<file path="config.mk">
export PLATFORM = sky130hd
export DESIGN_NAME = square_scheduler
export DESIGN_NICKNAME = d
export VERILOG_FILES = /design/src/rtl/vga_pkg.sv /design/src/rtl/square_hit.sv /design/src/rtl/square_scheduler.sv
export SDC_FILE = /design/constraint.sdc
export NUM_CORES = 1
export LEC_CHECK = 0
export BUFFER_PORTS_ARGS = -buffer_cell sky130_fd_sc_hd__buf_2
export CAP_MARGIN = 0
export CORE_ASPECT_RATIO = 1.1
export CORE_MARGIN = 4
export CORE_UTILIZATION = 40
export CTS_CLUSTER_SIZE = 40
export DETAILED_ROUTE_END_ITERATION = 10
export PLACE_DENSITY = 0.55
export SLEW_MARGIN = 0
export SYNTH_ARGS = -nofsm -noshare
export SYNTH_HDL_FRONTEND = slang
export SYNTH_SLANG_ARGS = --single-unit
</file>
<file path="constraint.sdc">
create_clock -name i_clk -period 2.9 [get_ports i_clk]
set_clock_uncertainty 0.1 [all_clocks]
set_input_delay 0.29 -clock i_clk [delete_from_list [all_inputs] [get_ports i_clk]]
set_output_delay 0.29 -clock i_clk [all_outputs]
set_load 0.02 [all_outputs]
</file>
<file path="src/rtl/vga_pkg.sv">
// Shared definitions for the VGA square-drawing path.
// Contents:
//   H_ACTIVE / V_ACTIVE   visible area of the 640x480 mode
//   X_W_DEF / Y_W_DEF     default pixel coordinate widths
//   BLACK/RED/GREEN/BLUE  3-bit {R,G,B} colour codes
//   state_t               scheduler FSM states
//   chan()                expands one colour-code bit to a 3-bit VGA channel
package vga_pkg;

  localparam int H_ACTIVE = 640;
  localparam int V_ACTIVE = 480;
  localparam int X_W_DEF  = 10;
  localparam int Y_W_DEF  = 9;

  localparam logic [2:0] BLACK = 3'b000;
  localparam logic [2:0] RED   = 3'b100;
  localparam logic [2:0] GREEN = 3'b010;
  localparam logic [2:0] BLUE  = 3'b001;

  typedef enum logic {
    IDLE   = 1'b0,
    COMMIT = 1'b1
  } state_t;

  function automatic logic [2:0] chan(input logic bit_in);
    return {3{bit_in}};
  endfunction

endpackage

</file>
<file path="src/rtl/square_hit.sv">
// Combinational hit test for one square object.
// Ports:
//   i_ox, i_oy  top-left corner of the square
//   i_en        object visible
//   i_x, i_y    current pixel
//   o_hit       pixel lies inside the enabled square
// Comparisons run one bit wider than the coordinates so that
// corner+SIZE never wraps back into the low range.
module square_hit #(
  parameter int X_W  = 10,
  parameter int Y_W  = 9,
  parameter int SIZE = 160
) (
  input  logic [X_W-1:0] i_ox,
  input  logic [Y_W-1:0] i_oy,
  input  logic           i_en,
  input  logic [X_W-1:0] i_x,
  input  logic [Y_W-1:0] i_y,
  output logic           o_hit
);

  logic [X_W:0] w_x;
  logic [X_W:0] w_ox;
  logic [X_W:0] w_x_end;
  logic [Y_W:0] w_y;
  logic [Y_W:0] w_oy;
  logic [Y_W:0] w_y_end;

  assign w_x     = {1'b0, i_x};
  assign w_ox    = {1'b0, i_ox};
  assign w_x_end = w_ox + (X_W+1)'(SIZE);
  assign w_y     = {1'b0, i_y};
  assign w_oy    = {1'b0, i_oy};
  assign w_y_end = w_oy + (Y_W+1)'(SIZE);

  assign o_hit = i_en & (w_x >= w_ox) & (w_x < w_x_end)
                      & (w_y >= w_oy) & (w_y < w_y_end);

endmodule

</file>
<file path="src/rtl/square_scheduler.sv">
// Frame-synchronous square scheduler.
// Updates land in a shadow bank and are copied to the active bank one
// object per clock starting at the vblank rise, so a visible frame never
// mixes old and new positions. A two-stage pixel pipeline (hit vector,
// then priority-resolved colour) advances on each pixel strobe.
// Ports:
//   i_clk, i_rst_n            clock, async active-low reset
//   i_pix_stb                 pixel enable (one i_clk wide)
//   i_x, i_y, i_vblank        timing generator position / blanking
//   i_upd_*/o_upd_ready       object update handshake
//   o_red, o_green, o_blue    VGA channels (2 strobes after i_x/i_y)
//   o_pending                 shadow bank holds uncommitted updates
//   o_dbg_state               FSM state, for observation
// Handshake: an update transfers on a clock edge where i_upd_valid and
// o_upd_ready are both high; ready is high whenever the FSM is IDLE and
// does not depend on valid. The id port carries one extra bit so that
// out-of-range ids can be posted; those are accepted and dropped.
module square_scheduler
  import vga_pkg::*;
#(
  parameter int N_OBJ  = 4,
  parameter int SIZE   = 160,
  parameter int X_W    = X_W_DEF,
  parameter int Y_W    = Y_W_DEF,
  localparam int ID_W  = $clog2(N_OBJ) + 1,
  localparam int IDX_W = $clog2(N_OBJ)
) (
  input  logic            i_clk,
  input  logic            i_rst_n,
  input  logic            i_pix_stb,
  input  logic [X_W-1:0]  i_x,
  input  logic [Y_W-1:0]  i_y,
  input  logic            i_vblank,
  input  logic            i_upd_valid,
  output logic            o_upd_ready,
  input  logic [ID_W-1:0] i_upd_id,
  input  logic [X_W-1:0]  i_upd_x,
  input  logic [Y_W-1:0]  i_upd_y,
  input  logic            i_upd_en,
  input  logic [2:0]      i_upd_color,
  output logic [2:0]      o_red,
  output logic [2:0]      o_green,
  output logic [2:0]      o_blue,
  output logic            o_pending,
  output state_t          o_dbg_state
);

  // shadow and active banks
  logic [X_W-1:0] r_sh_x  [N_OBJ];
  logic [Y_W-1:0] r_sh_y  [N_OBJ];
  logic           r_sh_en [N_OBJ];
  logic [2:0]     r_sh_c  [N_OBJ];
  logic [X_W-1:0] r_ac_x  [N_OBJ];
  logic [Y_W-1:0] r_ac_y  [N_OBJ];
  logic           r_ac_en [N_OBJ];
  logic [2:0]     r_ac_c  [N_OBJ];

  state_t           r_state;
  state_t           w_state_nx;
  logic [IDX_W-1:0] r_idx;
  logic             r_dirty;
  logic             r_vb_q;
  logic             w_vb_rise;
  logic             w_acc;
  logic             w_acc_valid;
  logic             w_copy;
  logic             w_last;

  logic [N_OBJ-1:0] w_hit;
  logic [N_OBJ-1:0] r_hit;
  logic             w_active;
  logic             r_active;
  logic [2:0]       w_color;
  logic [2:0]       r_rgb;

  assign w_vb_rise   = i_vblank & ~r_vb_q;
  assign w_acc       = i_upd_valid & o_upd_ready;
  assign w_acc_valid = w_acc & (i_upd_id < ID_W'(N_OBJ));
  assign w_last      = (r_idx == IDX_W'(N_OBJ - 1));

  // FSM: state register
  always_ff @(posedge i_clk or negedge i_rst_n) begin
    if (!i_rst_n) r_state <= IDLE;
    else          r_state <= w_state_nx;
  end

  // FSM: next state. An update accepted on the vblank-rise clock already
  // sits in the shadow bank when copying starts, so it also triggers.
  always_comb begin
    w_state_nx = r_state;
    case (r_state)
      IDLE:    if (w_vb_rise && (r_dirty || w_acc_valid)) w_state_nx = COMMIT;
      COMMIT:  if (w_last) w_state_nx = IDLE;
      default: w_state_nx = IDLE;
    endcase
  end

  // FSM: outputs
  always_comb begin
    o_upd_ready = 1'b0;
    w_copy      = 1'b0;
    case (r_state)
      IDLE:    o_upd_ready = 1'b1;
      COMMIT:  w_copy      = 1'b1;
      default: o_upd_ready = 1'b0;
    endcase
  end

  // banks, copy index, dirty flag, vblank edge
  always_ff @(posedge i_clk or negedge i_rst_n) begin
    if (!i_rst_n) begin
      r_idx   <= '0;
      r_dirty <= 1'b0;
      r_vb_q  <= 1'b0;
      for (int i = 0; i < N_OBJ; i++) begin
        r_sh_x[i] <= '0; r_sh_y[i] <= '0; r_sh_en[i] <= 1'b0; r_sh_c[i] <= '0;
        r_ac_x[i] <= '0; r_ac_y[i] <= '0; r_ac_en[i] <= 1'b0; r_ac_c[i] <= '0;
      end
    end else begin
      r_vb_q <= i_vblank;
      if (w_copy) r_idx <= w_last ? '0 : r_idx + IDX_W'(1);
      // ready is low during COMMIT, so set and clear never coincide
      if (w_copy && w_last)  r_dirty <= 1'b0;
      else if (w_acc_valid)  r_dirty <= 1'b1;
      for (int i = 0; i < N_OBJ; i++) begin
        if (w_acc_valid && (i_upd_id == ID_W'(i))) begin
          r_sh_x[i]  <= i_upd_x;
          r_sh_y[i]  <= i_upd_y;
          r_sh_en[i] <= i_upd_en;
          r_sh_c[i]  <= i_upd_color;
        end
        if (w_copy && (r_idx == IDX_W'(i))) begin
          r_ac_x[i]  <= r_sh_x[i];
          r_ac_y[i]  <= r_sh_y[i];
          r_ac_en[i] <= r_sh_en[i];
          r_ac_c[i]  <= r_sh_c[i];
        end
      end
    end
  end

  for (genvar g = 0; g < N_OBJ; g++) begin : g_hit
    square_hit #(.X_W(X_W), .Y_W(Y_W), .SIZE(SIZE)) u_hit (
      .i_ox (r_ac_x[g]),
      .i_oy (r_ac_y[g]),
      .i_en (r_ac_en[g]),
      .i_x  (i_x),
      .i_y  (i_y),
      .o_hit(w_hit[g])
    );
  end

  assign w_active = ({1'b0, i_x} < (X_W+1)'(H_ACTIVE)) & ~i_vblank;

  // lowest index wins: scan downward so the last assignment is the lowest hit
  always_comb begin
    w_color = BLACK;
    for (int i = N_OBJ - 1; i >= 0; i--) begin
      if (r_hit[i]) w_color = r_ac_c[i];
    end
    if (!r_active) w_color = BLACK;
  end

  always_ff @(posedge i_clk or negedge i_rst_n) begin
    if (!i_rst_n) begin
      r_hit    <= '0;
      r_active <= 1'b0;
      r_rgb    <= BLACK;
    end else if (i_pix_stb) begin
      r_hit    <= w_hit;
      r_active <= w_active;
      r_rgb    <= w_color;
    end
  end

  assign o_red       = chan(r_rgb[2]);
  assign o_green     = chan(r_rgb[1]);
  assign o_blue      = chan(r_rgb[0]);
  assign o_pending   = r_dirty;
  assign o_dbg_state = r_state;

endmodule

</file>
==> out/summary.txt, run 1 <==
Worst-path cell chain - ha_1 > o21ai_0 > xnor2_1 > ha_1 > a2111oi_4 > o21ai_1 > a31oi_1 > a2bb2oi_1 > a32o_1
Fillers - 2514
Placed cell area - 11400 um2
Clock-pin transition on the worst setup and hold timing paths - 0.08 ns
Crit end category - flip-flop
Total Power - 12.2 mW
Period minus WS final - 2.30 ns
Placer Congestion - 0.799
Nets - 1134
P_sw - 4.28 mW
ANT nets after route - 0
Slew Limit Fails - 0
Met1 usage - 23.3%
Worst Tran Pin Value - 0.853 ns
Initial Util - 40.8%
Die Span X - 164 um
Row count - 62
Crit-path most repeated cell - ha_1
Total die area - 29500 um2
First-pass GRT wire length - 39.1 mm
Slowest CP cell - dfrtp_1
Clock buffer depth - 2
Inserted Diodes - 0
Unique masters post-synth - 57
Setup ws final - 0.597 ns
Main synth FF type - dfrtp_1
Clock power share - 19.3%
Syn_area_per_cell - 12.0 um2
Layout cells sized above 1 - 29.9%
Crit path max fanout - 5
Area fraction of the dominant cell type after synthesis - 46.0%
Busiest grt layer - met2
Fmax achieved - 434 MHz
Num CTS Buffers - 17
Top cells by instance count after synthesis - dfrtp_1, mux2_2, ha_1, inv_1, a21oi_1
Reg power frac - 40.3%
# setup viols final - 0
TritonCTS clock tree - yes
Logic pwr share - 40.3%
GRT Overall Usage - 17.1%
Status - complete, no violations
Syn_nets - 1064
Iteration count of the initial detailed-routing pass - 4
Total wire length - 23.9 mm
Critical path class - flip-flop to flip-flop
Worst path required time - 3.16 ns
Largest net degree at the start of global routing - 62
CP max stage delay - 0.43 ns
Hold Crit Class - primary input to flip-flop
Area Overhead vs Synth - 12.2%
CORE AREA - 26200 um2
PortBufs - 61
I/O pin total - 62
Avg Vias per Cell - 5.14
Vias - 6804
Wire per inst - 18.0 um
Root buffer cell - clkbuf_16
Skew-Pair Late Insertion Delay - 0.43 ns
Top cells by area, synth - dfrtp_1, mux2_2, ha_1
Die height - 180 um
Mapped Cells - 890
Top-count cell post-synth - dfrtp_1
Met2 usage - 28.5%
WP data arrival - 2.57 ns
H-tree depth - 4
Detail Placement HPWL - 16.8 mm
Setup Buffers After CTS - 0
Cell area after layout - 12000 um2
Layout Cells excl Fill - 1325
Power Dens Cells - 1020 nW/um2
Switch share - 35.0%
Final setup TNS - 0 ns
EDFF count, synth - 0
Ys async rst share - 100%
1st-iter DRT viols - 255
Post-CTS Resized - 0
Total gr overflow - 0
Seq cells post-synth - 197
Core Util, Final - 45.8%
RSZ-0062 raised after global routing - no
Inst Count DP - 1291
Slew headroom - 43.1%
# clock sinks - 197
Pre-CTS setup slack - 0.611 ns
IR Drop Worst-Case VDD - 0.000582 V
Period utilisation layout - 79.4%
DRC errors left - 0
Synthesis Warnings - 0
Seq/Total Area, Yosys - 46.0%
Biggest area consumer among synthesized cells - dfrtp_1
Initial antenna violation count - 0
Leak pwr - 5.75 nW
Pint - 7.96 mW
Fin Hold WS - 0.0320 ns
Max-cap viol count - 0
Synthesized cell area - 10700 um2
Fin. Hold Viols - 0
Startpoint types - flip-flop
Vias in the first global route - 7021
Met3 GRT Util - 2.86%
==> flip-flops by register name, summed over array words and instances (netlist names), 4 cells and up <==
name and cells:
r_ac_c 12, r_hit 4, r_ac_x 40, r_ac_y 36, r_sh_y 36, r_sh_en 4
r_ac_en 4, r_sh_x 40, r_sh_c 12
==> worst max-delay path: cells and delay by family, from the launching register on <==
family / cells / cell delay (ns)
adders and majority gates: 2 / 0.47
AOI/OAI and AO/OA: 6 / 1.15
xor gates and xnor gates: 1 / 0.09
DFF: 1 / 0.43
==> placed cells by master (no fill, tap or decap), types with 11 or more instances in the layout <==
cell       synthesis  layout
a21oi_1           53      53
nand2b_1          11      11
dfrtp_1          197     197
nand2_1           27      27
clkbuf_16          0      17
buf_2             12      60
o21ai_0           39      39
a21o_1            14      14
xnor2_1           12      12
nor2_1            20      20
mux2_2           180     180
ha_1             124     124
inv_1             90      90
==> layout make-up <==
type                            instances  area, um2  area share (%)
Multi-Input combinational cell        579       5280            44.0
Sequential cell                       197       4930            41.0
Timing Repair Buffer                   74        442            3.68
Tap cell                              352        440            3.66
Clock buffer                           20        437            3.63
Inverter                               91        342            2.84
Clock inverter                         12        144            1.20
==> kinds of logic (layout without fill, tap and decap cells) <==
family          count (synthesis)  after routing  synth area share [%]
compound gates                155            155                  9.15
xor+xnor                       20             20                  1.64
fa+ha+maj                     124            124                  14.5
buf+inv                       114            197                  4.63
flops                         197            197                  46.0
mux                           185            185                  19.4
simple gates                   95             95                  4.63
==> timing repair <==
item,in CTS,in global routing
endpoints found under the setup margin,0,0
endpoints found under the hold margin,58,0
hold buffers,2,0
==> layer usage <==
metal	part of all wire, %	vias up
li1	-	3311
met1	47	3393
met4	1.3	0
met5	0	-
met3	2.8	24
met2	49	76
==> path summary, 6_finish.rpt <==
| check | startpoint | end | slack [ns] | cells past startpoint |
|---|---|---|---|---|
| setup / recovery | r_ac_x[15] | r_hit[2] | 0.60 | 9 |
| hold / removal | i_upd_x[0] | r_sh_x[30] | 0.03 | 2 |
| setup reg to reg | r_ac_x[15] | r_hit[2] | 0.60 | 9 |
| hold reg to reg | r_sh_x[34] | r_sh_x[34] | 0.39 | 1 |
| max in group asynchronous | i_rst_n | r_ac_x[25] | 1.57 | 3 |
| min in group asynchronous | i_rst_n | r_ac_y[7] | 0.33 | 2 |
==> power by group through the flow <==
stage	sequential, mW	clock [mW]	combinational [mW]
finish	4.94	2.37	4.94
global route	5.13	2.56	5.69
floorplan	4.69	0	3.96
CTS	4.95	2.45	5.03
detailed placement	5.01	0	5.00
global placement	4.97	0	4.90
Note: power is estimated with default switching activity, not from simulation.
==> run 2: changes to the inputs <==
Settings changed: ABC_AREA set to 1, PLACE_DENSITY 0.55 to 0.57.
Clock period 2.9 ns to 2.1 ns, I/O delays scaled along.
==> run 2 against run 1 <==
Compared with the run above:
- die area rose by 1.9%
- power rose by 49%
- critical endpoint unchanged
- flip-flop and latch count did not move
- non-clock buffer count rose by 17
- clock power rose by 40%
- hold slack got worse by 0.029 ns
- via count rose by 24%
==> out/summary.txt, run 2 <==
Total die area - 30000 um2
Layout Cells excl Fill - 1732
PortBufs - 61
Period minus WS final - 2.00 ns
Ys async rst share - 100%
Switch share - 41.1%
Worst path required time - 2.36 ns
# setup viols final - 0
Row count - 63
Synthesized cell area - 10900 um2
Pint - 10.8 mW
RR Startpoint - r_ac_x[16]
Root buffer cell - clkbuf_16
Wire per inst - 15.1 um
Initial Util - 40.5%
Iteration count of the initial detailed-routing pass - 5
Placed cell area - 11700 um2
Hold wc startpoint - i_upd_y[0]
Nets - 1536
Worst R2R Setup Slack - 0.10 ns
Met1 usage - 26.2%
Inserted Diodes - 0
Synthesis Warnings - 0
Clock-pin transition on the worst setup and hold timing paths - 0.07 ns
Num CTS Buffers - 17
Fin Hold WS - 0.00337 ns
Seq/Total Area, Yosys - 45.1%
Top cells by area, synth - dfrtp_1, ha_1, nand2_1
IR Drop Worst-Case VDD - 0.000489 V
P_sw - 7.52 mW
Crit-path most repeated cell - nand2_1
Fin. Hold Viols - 0
Logic pwr share - 45.4%
Reg power frac - 36.4%
Regs by FF count - r_ac_x: 40 flops, r_sh_x: 40 flops
Crit path max fanout - 3
TritonCTS clock tree - yes
Top cells by instance count after synthesis - nand2_1, dfrtp_1, inv_1, o21ai_0, ha_1
Main synth FF type - dfrtp_1
Detail Placement HPWL - 18.9 mm
Worst Tran Pin Value - 0.517 ns
Syn_area_per_cell - 8.46 um2
GRT Overall Usage - 18.1%
Hold endpoint - r_sh_y[18]
Biggest area consumer among synthesized cells - dfrtp_1
Inst Count DP - 1689
Power Dens Cells - 1470 nW/um2
Vias - 8452
First-pass GRT wire length - 42.9 mm
1st-iter DRT viols - 441
Total gr overflow - 0
Reg-to-reg endpoint - r_hit[2]
ANT nets after route - 0
I/O pin total - 62
Crit end category - flip-flop
Skew-Pair Late Insertion Delay - 0.43 ns
Die Span X - 166 um
H-tree depth - 4
Worst R2R Path Depth - 11
Slowest CP cell - dfrtp_1
Largest net degree at the start of global routing - 50
# clock sinks - 197
Worst Hold Depth - 3
Total Power - 18.3 mW
Met3 GRT Util - 2.10%
Busiest grt layer - met2
Total wire length - 26.1 mm
DRC errors left - 0
Seq cells post-synth - 197
Clock power share - 18.1%
Critical path class - flip-flop to flip-flop
Unique masters post-synth - 27
Status - complete, no violations
Hold Crit Class - primary input to flip-flop
Slew headroom - 65.5%
Placer Congestion - 0.859
Clock buffer depth - 2
Period utilisation layout - 95.1%
Fmax achieved - 501 MHz
Met2 usage - 28.6%
CORE AREA - 27000 um2
Commonest non-fill, non-tap cell in the layout - nand2_1
CP max stage delay - 0.41 ns
Mapped Cells - 1291
Vias in the first global route - 8269
Leak pwr - 6.52 nW
Syn_nets - 1465
Max-cap viol count - 0
Area fraction of the dominant cell type after synthesis - 45.1%
Initial antenna violation count - 0
Worst-path cell chain - ha_4 > o21ai_2 > xor2_1 > ha_1 > a21oi_2 > nand2_1 > a21oi_2 > nand2_1 > nor2_1 > nand3_1 > nand2_1
Most frequent cells in the layout - nand2_1, dfrtp_1, inv_1
Layout cells sized above 1 - 10.3%
Cell area after layout - 12500 um2
Startpoint types - flip-flop
RSZ-0062 raised after global routing - yes
Slew Limit Fails - 0
Avg Vias per Cell - 4.88
EDFF count, synth - 0
Die height - 181 um
Area Overhead vs Synth - 14.0%
WP data arrival - 2.26 ns
Core Util, Final - 46.2%
Top-count cell post-synth - nand2_1
-- run 2: cell count changes after synthesis, sizes merged, moves of 23 or more --
cell and delta:
nor2 +92, a21oi +67, clkbuf +26, nand3 +23
mux2 -169, inv +70, nand2 +254, o21ai +94
-- run 2: worst max path at each step --
stage	from	end	slack, ns	cells past startpoint
after global routing	r_ac_y[23]	r_hit[1]	-0.008	11
final	r_ac_x[16]	r_hit[2]	0.10	11
after floorplan	r_ac_x[15]	r_hit[2]	0.20	11
after detailed placement	r_ac_x[15]	r_hit[2]	0.03	11
after global placement	r_ac_y[15]	r_hit[2]	0.09	11
after CTS	r_ac_x[26]	r_hit[1]	0.03	11
-- run 2: cell families after synthesis --
kind of cell,synth area share (%)
and+or+nand+nor,17.0
AOI/OAI and AO/OA,13.3
buffers and inverters,7.21
DFF,45.1
adders and majority gates,14.2
xor gates and xnor gates,1.60
muxes,1.55
-- run 2: area by class of cell --
class / instances / area [um2]
clock inverter: 14 / 165
tap: 357 / 447
multi-input combinational: 894 / 5250
fill: 2670 / 14500
clock buffer: 18 / 429
sequential: 197 / 4930
inverter: 161 / 604
timing repair buffer: 91 / 639
-- run 2: what timing repair did --
action,CTS,global route
endpoints found under the setup margin,1,3
hold buffers,10,0
pin swaps,0,9
resized for setup,1,13
buffers inserted,0,1
cloned,0,0
hold endpoints to repair,104,0
-- run 2: power by group through the flow --
stage | Combinational [mW] | Sequential (mW) | Clock (mW)
2_1_floorplan | 6.17 | 6.45 | 0
4_1_cts | 8.30 | 6.64 | 3.42
6_report | 8.31 | 6.66 | 3.32
3_5_place_dp | 8.22 | 6.70 | 0
3_3_place_gp | 8.01 | 6.67 | 0
5_1_grt | 9.77 | 6.87 | 3.56
-- run 2: critical path, delay by kind of cell (launching register included) --
family	cells	cell delay, ns
xor+xnor	1	0.18
fa+ha+maj	2	0.47
simple gates	5	0.37
flops	1	0.41
compound gates	3	0.40
-- run 2: layer usage --
| layer | wire length [um] | share of wire, % |
|---|---|---|
| met2 | 11800 | 45 |
| met3 | 713 | 2.7 |
| met4 | 577 | 2.2 |
| met1 | 13100 | 50 |
| met5 | 0 | 0 |
-- run 2: per-stage QoR --
step	setup TNS, ns	setup WS [ns]
after floorplan	0	0.201
after global placement	0	0.0931
after detailed placement	0	0.0328
after CTS	0	0.0314
after global routing	-0.00830	-0.00830
final	0	0.103
==> run 3: changes to the inputs <==
Settings changed: SYNTH_HIERARCHICAL set to 1.
==> run 3 against run 2 <==
Compared with the run above:
- clock power about the same
- sequential share of layout area is 2.6 points lower
- routed wire length grew 7.5%
- cell area rose by 7.1%
- hold slack better by 0.036 ns
- area after synthesis grew 5.6%
- flip-flop and latch count unchanged
- setup slack worse by 0.063 ns
- power down 7.7%
- non-clock buffer count increased by 28
- sequential power down 3%
- register-to-register slack got worse by 0.06 ns
==> out/summary.txt, run 3 <==
Status - complete, no violations
Commonest non-fill, non-tap cell in the layout - nand2_1
Layout cells sized above 1 - 14.3%
Wire per inst - 15.5 um
First-pass GRT wire length - 45.6 mm
RSZ-0062 raised after global routing - yes
Area Overhead vs Synth - 15.7%
IR Drop Worst-Case VDD - 0.000573 V
Detail Placement HPWL - 20.7 mm
Synthesized cell area - 11500 um2
Period minus WS final - 2.06 ns
Initial Util - 41.0%
Num CTS Buffers - 17
Clock power share - 19.6%
1st-iter DRT viols - 464
Biggest area consumer among synthesized cells - dfrtp_1
# setup viols final - 0
Fillers - 2731
Seq cells post-synth - 197
Placed cell area - 12400 um2
Max-cap viol count - 0
Area fraction of the dominant cell type after synthesis - 42.7%
Top-count cell post-synth - nand2_1
Mapped Cells - 1332
ANT nets after route - 0
Fmax achieved - 485 MHz
Total wire length - 28.1 mm
Leak pwr - 7.23 nW
Worst Tran Pin Value - 0.534 ns
Crit end category - flip-flop
P_sw - 6.68 mW
Layout Cells excl Fill - 1810
Vias in the first global route - 8531
Main synth FF type - dfrtp_1
Multi-input logic area - 5740 um2
PortBufs - 61
H-tree depth - 4
Crit-path most repeated cell - nand2_1
Largest net degree at the start of global routing - 55
# clock sinks - 197
Buffers plus inverters on the worst setup path - 0
Syn_nets - 1506
DRC errors left - 0
Placer Congestion - 0.863
Inserted Diodes - 0
CORE AREA - 28100 um2
Unique masters post-synth - 29
Top cells by instance count after synthesis - nand2_1, dfrtp_1, inv_1, ha_1, o21ai_0
Iteration count of the initial detailed-routing pass - 4
Die Span X - 170 um
Most frequent cells in the layout - nand2_1, dfrtp_1, inv_1
Clock-pin transition on the worst setup and hold timing paths - 0.08 ns
Crit path max fanout - 3
Switch share - 39.5%
Root buffer cell - clkbuf_16
Nets - 1608
Inst Count DP - 1751
WP data arrival - 2.32 ns
GRT Overall Usage - 18.4%
Worst-path cell chain - ha_2 > o21ai_2 > xor2_1 > ha_1 > a21oi_2 > nand2_1 > a21boi_2 > nand3_2 > nor3_2 > nand2_1 > o21ai_1
Skew-Pair Late Insertion Delay - 0.44 ns
Initial antenna violation count - 0
Reg power frac - 38.4%
Syn_area_per_cell - 8.66 um2
EDFF count, synth - 0
Die height - 186 um
Slew headroom - 64.3%
Slew Limit Fails - 0
Logic pwr share - 42.0%
Vias - 8792
Cell area after layout - 13300 um2
Reg area - 4930 um2
Slowest CP cell - dfrtp_1
Clock buffer depth - 2
I/O pin total - 62
Period utilisation layout - 98.1%
Startpoint types - flip-flop
Top cells by area, synth - dfrtp_1, ha_1, nand2_1
Cell family with most CP delay - adder cells
Ys async rst share - 100%
Total gr overflow - 0
Total die area - 31600 um2
Worst path required time - 2.36 ns
Avg Vias per Cell - 4.86
Row count - 64
Fin. Hold Viols - 0
TritonCTS clock tree - yes
Seq/Total Area, Yosys - 42.7%
CP max stage delay - 0.39 ns
Hold Crit Class - primary input to flip-flop
Regs by FF count - r_ac_x: 40 flops, r_sh_x: 40 flops
Power Dens Cells - 1270 nW/um2
Pint - 10.2 mW
Critical path class - flip-flop to flip-flop
Synthesis Warnings - 6
[run 3: worst reg2reg max path: cells and delay by family (launching register included)]
kind,cells,cell delay [ns]
compound gates,4,0.48
xor+xnor,1,0.17
fa+ha+maj,2,0.48
flops,1,0.39
simple gates,4,0.37
[run 3: kinds of logic after synthesis]
family	share of synthesized area, %
simple gates	20.0
xor+xnor	1.52
compound gates	7.51
mux	6.80
fa+ha+maj	13.5
buf+inv	7.99
flops	42.7
[run 3: power groups by stage]
stage / Clock [mW] / Combinational (mW) / Sequential (mW)
finish: 3.32 / 7.10 / 6.48
global route: 3.56 / 8.20 / 6.69
CTS: 3.42 / 7.09 / 6.47
detailed placement: 0 / 6.99 / 6.53
global placement: 0 / 6.85 / 6.50
floorplan: 0 / 5.28 / 6.23
[run 3: per-stage QoR]
stage / worst slack [ns] / hold slack (ns) / power, mW / TNS (ns) / utilization, %
floorplan: 0.0898 / -0.186 / 11.5 / 0 / -
global placement: 0.0134 / 0.135 / 13.4 / 0 / 44.2
detailed placement: -0.0872 / 0.128 / 13.5 / -0.110 / 44.2
CTS: -0.0755 / 0.0225 / 17.0 / -0.0755 / 47.3
global route: -0.153 / 0.0556 / 18.5 / -0.437 / 47.5
finish: 0.0400 / 0.0398 / 16.9 / 0 / 47.5
[run 3: final timing paths]
check	from	endpoint	slack [ns]	cells past startpoint
setup / recovery	r_ac_x[25]	r_hit[1]	0.04	11
hold reg to reg	r_sh_c[1]	r_ac_c[1]	0.38	2
hold / removal	i_pix_stb	r_hit[3]	0.04	3
max in group asynchronous	i_rst_n	r_ac_y[19]	1.08	3
min in group asynchronous	i_rst_n	r_sh_x[23]	0.21	2
setup reg to reg	r_ac_x[25]	r_hit[1]	0.04	11
[run 3: layout make-up]
type                       instances  area share [%]
timing repair buffer             119            6.83
tap                              363            3.40
inverter                         187            5.26
multi-input combinational        912            43.0
clock inverter                    15            1.34
sequential                       197            36.9
clock buffer                      17            3.19
[run 3: routing by layer]
metal  vias up  GRT usage [%]  share of wire, %
li1       4492              -                 -
met1      4165           24.3                47
met2        95           31.7                49
met3        40           2.12               1.9
met4         0           6.10               2.4
met5         -              0                 0
[run 3: timing repair]
action	4_1_cts	5_1_grt
resized for setup	7	13
pin swaps	8	15
hold buffers	25	0
endpoints found under the hold margin	112	0
endpoints found under the setup margin	3	4
buffers inserted	0	2
